### src/rtl/dmem_axi_bridge.sv
// Bridges a simple req/addr_ok/data_ok data-memory port onto single-beat AXI reads and writes.
// Latency: a load with ready AXI slaves gives data_ok three cycles after the accept cycle.
// Backpressure: only one transaction is in flight; addr_ok stays low until the response cycle has passed.
module dmem_axi_bridge #(
  parameter logic [3:0] AXI_ID = 4'd1
) (
  input  logic        clk,
  input  logic        reset,
  // requester side
  input  logic        req,
  input  logic [31:0] addr,
  input  logic        we,
  input  logic [1:0]  size,
  input  logic [3:0]  wstrb,
  input  logic [31:0] wdata,
  output logic        addr_ok,
  output logic        data_ok,
  output logic [31:0] rdata,
  // AR channel
  output logic [3:0]  arid,
  output logic [31:0] araddr,
  output logic [2:0]  arsize,
  output logic        arvalid,
  input  logic        arready,
  // R channel
  input  logic [31:0] r_data,
  input  logic        rvalid,
  output logic        rready,
  // AW channel
  output logic [3:0]  awid,
  output logic [31:0] awaddr,
  output logic [2:0]  awsize,
  output logic        awvalid,
  input  logic        awready,
  // W channel
  output logic [31:0] w_data,
  output logic [3:0]  w_strb,
  output logic        wlast,
  output logic        wvalid,
  input  logic        wready,
  // B channel
  input  logic        bvalid,
  output logic        bready
);

  typedef enum logic [2:0] {
    IDLE = 3'd0,
    AR   = 3'd1,
    R    = 3'd2,
    W    = 3'd3,
    B    = 3'd4,
    RESP = 3'd5
  } state_t;

  state_t      state_q, state_d;
  logic        aw_done_q, aw_done_d;
  logic        w_done_q, w_done_d;
  logic [31:0] addr_q;
  logic        we_q;
  logic [1:0]  size_q;
  logic [3:0]  wstrb_q;
  logic [31:0] wdata_q;
  logic [31:0] rdata_q;

  // Next-state and handshake outputs; reset forces every valid/ready/ok low.
  always_comb begin
    state_d   = state_q;
    aw_done_d = aw_done_q;
    w_done_d  = w_done_q;
    addr_ok   = 1'b0;
    data_ok   = 1'b0;
    arvalid   = 1'b0;
    rready    = 1'b0;
    awvalid   = 1'b0;
    wvalid    = 1'b0;
    bready    = 1'b0;
    case (state_q)
      IDLE: begin
        addr_ok = req;
        if (req) begin
          state_d   = we ? W : AR;
          aw_done_d = 1'b0;
          w_done_d  = 1'b0;
        end
      end
      AR: begin
        arvalid = 1'b1;
        if (arready) state_d = R;
      end
      R: begin
        rready = 1'b1;
        if (rvalid) state_d = RESP;
      end
      W: begin
        // AW and W are independent; each drops once its own handshake is done.
        awvalid = !aw_done_q;
        wvalid  = !w_done_q;
        if (awvalid && awready) aw_done_d = 1'b1;
        if (wvalid && wready)   w_done_d  = 1'b1;
        if (aw_done_d && w_done_d) state_d = B;
      end
      B: begin
        bready = 1'b1;
        if (bvalid) state_d = RESP;
      end
      RESP: begin
        data_ok = 1'b1;
        state_d = IDLE;
      end
      default: state_d = IDLE;
    endcase
    if (reset) begin
      addr_ok = 1'b0;
      data_ok = 1'b0;
      arvalid = 1'b0;
      rready  = 1'b0;
      awvalid = 1'b0;
      wvalid  = 1'b0;
      bready  = 1'b0;
    end
  end

  // State register and write-handshake flags.
  always_ff @(posedge clk) begin
    if (reset) begin
      state_q   <= IDLE;
      aw_done_q <= 1'b0;
      w_done_q  <= 1'b0;
    end else begin
      state_q   <= state_d;
      aw_done_q <= aw_done_d;
      w_done_q  <= w_done_d;
    end
  end

  // Request payload is captured on the accept cycle and held for the whole transaction.
  always_ff @(posedge clk) begin
    if (reset) begin
      addr_q  <= 32'd0;
      we_q    <= 1'b0;
      size_q  <= 2'd0;
      wstrb_q <= 4'd0;
      wdata_q <= 32'd0;
    end else if (addr_ok) begin
      addr_q  <= addr;
      we_q    <= we;
      size_q  <= size;
      wstrb_q <= wstrb;
      wdata_q <= wdata;
    end
  end

  // Load data is captured on the R handshake and held until the next load capture.
  always_ff @(posedge clk) begin
    if (reset) begin
      rdata_q <= 32'd0;
    end else if (state_q == R && rvalid && !we_q) begin
      rdata_q <= r_data;
    end
  end

  assign rdata  = rdata_q;
  assign arid   = AXI_ID;
  assign araddr = addr_q;
  assign arsize = {1'b0, size_q};
  assign awid   = AXI_ID;
  assign awaddr = addr_q;
  assign awsize = {1'b0, size_q};
  assign w_data = wdata_q;
  assign w_strb = wstrb_q;
  assign wlast  = wvalid;

endmodule
### config.mk
export PLATFORM = sky130hd
export DESIGN_NAME = dmem_axi_bridge
export DESIGN_NICKNAME = d
export VERILOG_FILES = /design/src/rtl/dmem_axi_bridge.sv
export SDC_FILE = /design/constraint.sdc
export NUM_CORES = 1
export LEC_CHECK = 0
export CORE_AREA = 3 3 129 100
export CTS_CLUSTER_SIZE = 20
export DETAILED_ROUTE_END_ITERATION = 10
export DIE_AREA = 0 0 132 103
export GPL_ROUTABILITY_DRIVEN = 1
export GPL_TIMING_DRIVEN = 1
export HOLD_SLACK_MARGIN = 0.03
export PLACE_DENSITY = 0.79
export REMOVE_ABC_BUFFERS = 1
export SYNTH_ARGS = -nofsm -noshare
export SYNTH_HDL_FRONTEND = slang
export SYNTH_SLANG_ARGS = --single-unit
export TNS_END_PERCENT = 5
### constraint.sdc
create_clock -name clk -period 2.42 [get_ports clk]
set_input_delay 0.726 -clock clk [delete_from_list [all_inputs] [get_ports clk]]
set_output_delay 0.726 -clock clk [all_outputs]
set_load 0.02 [all_outputs]
==> results.toml, run 1 <==
[floorplan]
rows = 34
io_pins = 265
die-area_um2 = 13600
initial_utilization_pct = 36.9
die_h_um = 103
die_w_um = 132
fp.coreArea_um2 = 11600

[worst_setup_path]
reg2reg_to = "w_data[5]"
rr_worst_depth = 5
slowest_stage = "or4b_4"
crit_chain = "clkdlybuf4s15_1 -> or4b_4 -> nor2_4 -> buf_6"
end_kind = "output port"
critical_path_class = "in2out"
cp.arrival_ns = 1.63
reg2reg_slack_ns = 0.57
crit_end = "addr_ok"
crit_fanout = 2
cp_slowest_stage_delay_ns = 0.49
startpoint = "req"
critPathRequiredTime_ns = 1.69
start_kind = "primary input"
r2r_start = "state_q[1]"

[final_layout]
finalNetCount = 857
antenna_cells = 0
finalNonFillerCells = 912
syn2layout_area_growth_pct = 61.7
final_cell_mix = "clkdlybuf4s50_1 (244), nand2_1 (207), dfxtp_1 (105)"
drive_gt1_share_pct = 5.33
final_common_cell = "clkdlybuf4s50_1"

[logic_synthesis]
synth_area_per_cell_um2 = 7.93
ys_ff_latch = 108
synth.area.top_cells = "dfxtp_1 (51%), nand2_1 (18%), a21oi_1 (12%)"
yosys.area.top_type_share_pct = 50.5
ys_warn_count = 0
yosysSeqAreaShare_pct = 50.5
yosysTopAreaCell = "dfxtp_1"
synth_cell_types = 24
syn-instance-count = 540
mappedNetlistArea_um2 = 4280

[route]
wirelength_um = 13000
drt-initial-drc-count = 159
vias = 4179
drt_first_pass_iters = 4
drtAntennaViolNets = 0
drc = 0
routedWlPerCell_um = 14.3
vias_per_cell = 4.58

[sta]
rsz0062_at_grt = "no"
setup_viol = 0
clock_skew_ns = 0.00482
worst_slack_ns = 0.0603
slew_headroom_pct = 49.1
slew_viol_final = 0
whs_ns = 0.456
min_period_ns = 2.36
fin_setup_tns_ns = 0
clock.fmax_mhz = 424
hold_viol = 0
fin_crit_sh_pct = 97.5
worst_pin_slew_ns = 0.764

[clocking]
cts_tree = "yes"
cts_buffer_depth = 2
clkSinkCount = 108
cts-root-buf = "clkbuf_16"
insertion_delay_ns = 0.34
cts-htree-levels = 3
postCtsHoldBufs = 0
cts_buffers = 9
post_cts_buffers = 0
clk_pin_slew_ns = 0.06

[grt]
grt_pass1_vias = 4130
track_usage_pct = 18.1
grt_overflow_total = 0
grt_max_degree = 74
grt_pass1_wl_um = 20100
antenna_found_initial = 0

[placed_design]
dp.cells = 897
portBuffers = 254
dp_hpwl_um = 9660
gp_congestion = 0.766
pre_cts_ws_ns = -0.429

[power]
cellPowerDensity_nw_per_um2 = 916
p_leak_nw = 2.52
vdd_drop_max_v = 0.000620

[min_path]
hold_class = "reg2reg"

[run_status]
status = "completed"

[job]
cap_violations = 0
## stage by stage
stage,utilization (%),cell area (um2),power (mW)
2_1_floorplan,-,3750,3.59
4_1_cts,59.6,6920,6.42
6_report,59.6,6920,6.34
3_5_place_dp,57.1,6630,5.02
5_1_grt,59.6,6920,6.69
3_3_place_gp,57.1,6630,4.97
## cells by family after synthesis
family,count (synthesis),synth area share (%)
AO/OA/AOI/OAI,111,13.5
flip-flops,108,50.5
multiplexers,3,0.702
AND/OR/NAND/NOR,233,21.9
buffers and inverters,83,13.2
other,2,0.175
## what timing repair did
action,4_1_cts,5_1_grt
setup endpoints to repair,8,1
cloned,0,0
resized for setup,14,2
pin swaps,1,2
## report_power, final
part	switching [mW]	internal (mW)
Clock	0.620	0.749
Sequential	0.223	2.11
Combinational	1.43	1.21
## flip-flops by register name (all words and copies together), names as in the netlist
signal,cells
araddr,32
aw_done_q,1
rdata,32
size_q,2
state_q,3
w_data,32
w_done_q,1
w_strb,4
we_q,1
## worst min-delay path by stage
stage                     slack [ns]          to       start  depth (start not counted)
final                           0.46  w_data[30]  w_data[30]                          2
after global routing            0.48    rdata[7]    rdata[7]                          2
after CTS                       0.46   rdata[30]   rdata[30]                          2
after detailed placement        0.45   rdata[30]   rdata[30]                          2
after global placement          0.44  w_data[21]  w_data[21]                          2
after floorplan                 0.44        we_q        we_q                          2
## layer usage
| metal | track usage [%] | share of wire (%) | wire [um] | vias to the layer above |
|---|---|---|---|---|
| li1 | - | - | - | 2086 |
| met1 | 20.4 | 41 | 5310 | 1913 |
| met2 | 32.3 | 49 | 6360 | 171 |
| met3 | 7.56 | 9.8 | 1270 | 9 |
| met4 | 4.52 | 0.50 | 65 | 0 |
| met5 | 0 | 0 | 0 | - |
## synthesized netlist by cell type
cell      instances
nor3_1            6
buf_4            45
or4b_1            1
a211o_1           2
a32oi_1           3
buf_2            12
nand2b_1          4
clkbuf_1         17
mux2i_1           3
nand3_1           1
a21oi_1         103
nand2_1         207
nor4b_4           1
or4_1             1
a21oi_2           1
o21ai_0           1
buf_6             9
nor2_1            8
dfxtp_1         108
o22ai_1           1
nor3b_1           2
and3_1            1
nor2b_2           1
conb_1            2
## area by class of cell
class	count	area (um2)
multi-input combinational	357	1600
clock buffer	12	256
timing repair buffer	270	2680
sequential	108	2170
fill	970	4690
clock inverter	3	22.5
tap	162	203
## critical path: cells and delay by family
kind,cells,cell delay [ns]
and+or+nand+nor,2,0.59
buffers and inverters,2,0.31
Power figures use the tool's default switching activity.
==> inputs of run 2 (changes only) <==
Settings changed: CORE_AREA 3 3 129 100 to 3 3 136 105, DIE_AREA 0 0 132 103 to 0 0 139 108, PLACE_DENSITY 0.79 to 0.75.
Clock period 2.42 ns to 1.9 ns, I/O delays scaled along.
==> run 2 against run 1 <==
Wire length is 0.85% higher. Total power up 30%. Utilization fell by 4.0 points. Critical endpoint unchanged. Global-route usage shrank 1.9 points. Critical path depth decreased by 1. The run now ends with negative setup slack left. Highest routed layer unchanged. Combinational power increased by 27%. Critical path type is now reg2out. Worst hold slack worse by 0.0057 ns. Die area increased by 10%. Clock-buffer cell count decreased by 2.
==> results.toml, run 2 (synthesis results as in run 1) <==
[run_status]
status = "complete, but fails checks"
violations = "negative setup slack"

[power]
p_leak_nw = 3.85
cellPowerDensity_nw_per_um2 = 1140
vdd_drop_max_v = 0.000562

[floorplan]
rows = 36
die_w_um = 139
fp.coreArea_um2 = 13000
initial_utilization_pct = 33.0
die_h_um = 108
io_pins = 265
die-area_um2 = 15000

[grt]
grt_max_degree = 74
grt_pass1_vias = 3925
antenna_found_initial = 0
grt_overflow_total = 0
track_usage_pct = 16.2
grt_pass1_wl_um = 19800

[clocking]
cts_buffer_depth = 2
cts_buffers = 9
cts-htree-levels = 3
cts-root-buf = "clkbuf_16"
clkSinkCount = 108
postCtsHoldBufs = 0
insertion_delay_ns = 0.34
clk_pin_slew_ns = 0.07
cts_tree = "yes"

[worst_setup_path]
start_kind = "register"
r2r_start = "state_q[0]"
rr_worst_depth = 4
cp.arrival_ns = 1.43
crit_fanout = 2
critPathRequiredTime_ns = 1.33
reg2reg_slack_ns = 0.20
reg2reg_to = "w_data[19]"
end_kind = "output port"
critical_path_class = "reg2out"

[final_layout]
final_common_cell = "nand2_1"
finish.instance_area_um2 = 7210
finalNonFillerCells = 932
antenna_cells = 0
final_cell_mix = "nand2_1 (206), clkdlybuf4s50_1 (135), dfxtp_1 (106)"
drive_gt1_share_pct = 8.54
finalNetCount = 867
utilization_pct = 55.6
syn2layout_area_growth_pct = 68.4

[placed_design]
pre_cts_ws_ns = -1.14
dp_hpwl_um = 9420
gp_congestion = 0.805
dp.cells = 911
post_dp_cell_area_um2 = 6700
portBuffers = 254

[route]
routedWlPerCell_um = 14.1
drt-initial-drc-count = 149
drtAntennaViolNets = 0
vias = 4197
drc = 0
wirelength_um = 13100
vias_per_cell = 4.50
drt_first_pass_iters = 7

[sta]
fin_setup_tns_ns = -0.302
setup_viol = 5
worst_pin_slew_ns = 0.783
slew_headroom_pct = 47.8
hold_viol = 0
slew_viol_final = 0
clock.fmax_mhz = 500
min_period_ns = 2.00
worst_slack_ns = -0.0981
fin_crit_sh_pct = 105
clock_skew_ns = 0.0114
rsz0062_at_grt = "yes"

[job]
cap_violations = 0

[min_path]
worst_hold_startpoint = "rdata[29]"
hold_end = "rdata[29]"
hold_class = "reg2reg"
worstHoldPathCells = 2
-- run 2: routing by layer --
| layer | routed length [um] | vias to the layer above | global-route usage [%] | share of wire [%] |
|---|---|---|---|---|
| li1 | - | 2112 | - | - |
| met5 | 0 | - | 0 | 0 |
| met3 | 1260 | 12 | 7.25 | 9.6 |
| met1 | 5650 | 1899 | 19.9 | 43 |
| met2 | 6110 | 174 | 27.0 | 47 |
| met4 | 99 | 0 | 2.30 | 0.75 |
-- run 2: metrics by stage --
step	hold slack (ns)	total power, mW
detailed placement	0.446	6.45
CTS	0.455	8.35
global route	0.469	8.72
floorplan	0.442	4.57
global placement	0.441	6.42
finish	0.450	8.24
-- run 2: worst max-delay path by stage --
| stage | from | endpoint | cells after the start |
|---|---|---|---|
| 3_3_place_gp | req | addr_ok | 4 |
| 6_report | state_q[0] | addr_ok | 3 |
| 5_1_grt | state_q[1] | wvalid | 5 |
| 2_1_floorplan | req | addr_ok | 2 |
| 3_5_place_dp | req | addr_ok | 4 |
| 4_1_cts | state_q[0] | addr_ok | 3 |
-- run 2: repair_timing --
action	4_1_cts	5_1_grt
endpoints found under the hold margin	0	0
buffers inserted	1	4
endpoints found under the setup margin	132	71
pin swaps	3	3
resized for setup	102	71
-- run 2: worst max-delay path, stage by stage, from the launching register on --
cell,delay [ns]
dfxtp_1,0.31
or4b_4,0.56
nor2_4,0.10
buf_6,0.12
-- run 2: layout make-up --
cell class,count,area (um2)
fill,1216,5770
sequential,108,2160
timing repair buffer,280,2870
tap,171,214
clock inverter,6,77.6
clock buffer,10,239
multi-input combinational,357,1640
-- run 2: report_power, final --
group / internal, mW / switching (mW)
combinational: 1.47 / 1.89
clock: 1.09 / 0.881
sequential: 2.68 / 0.230
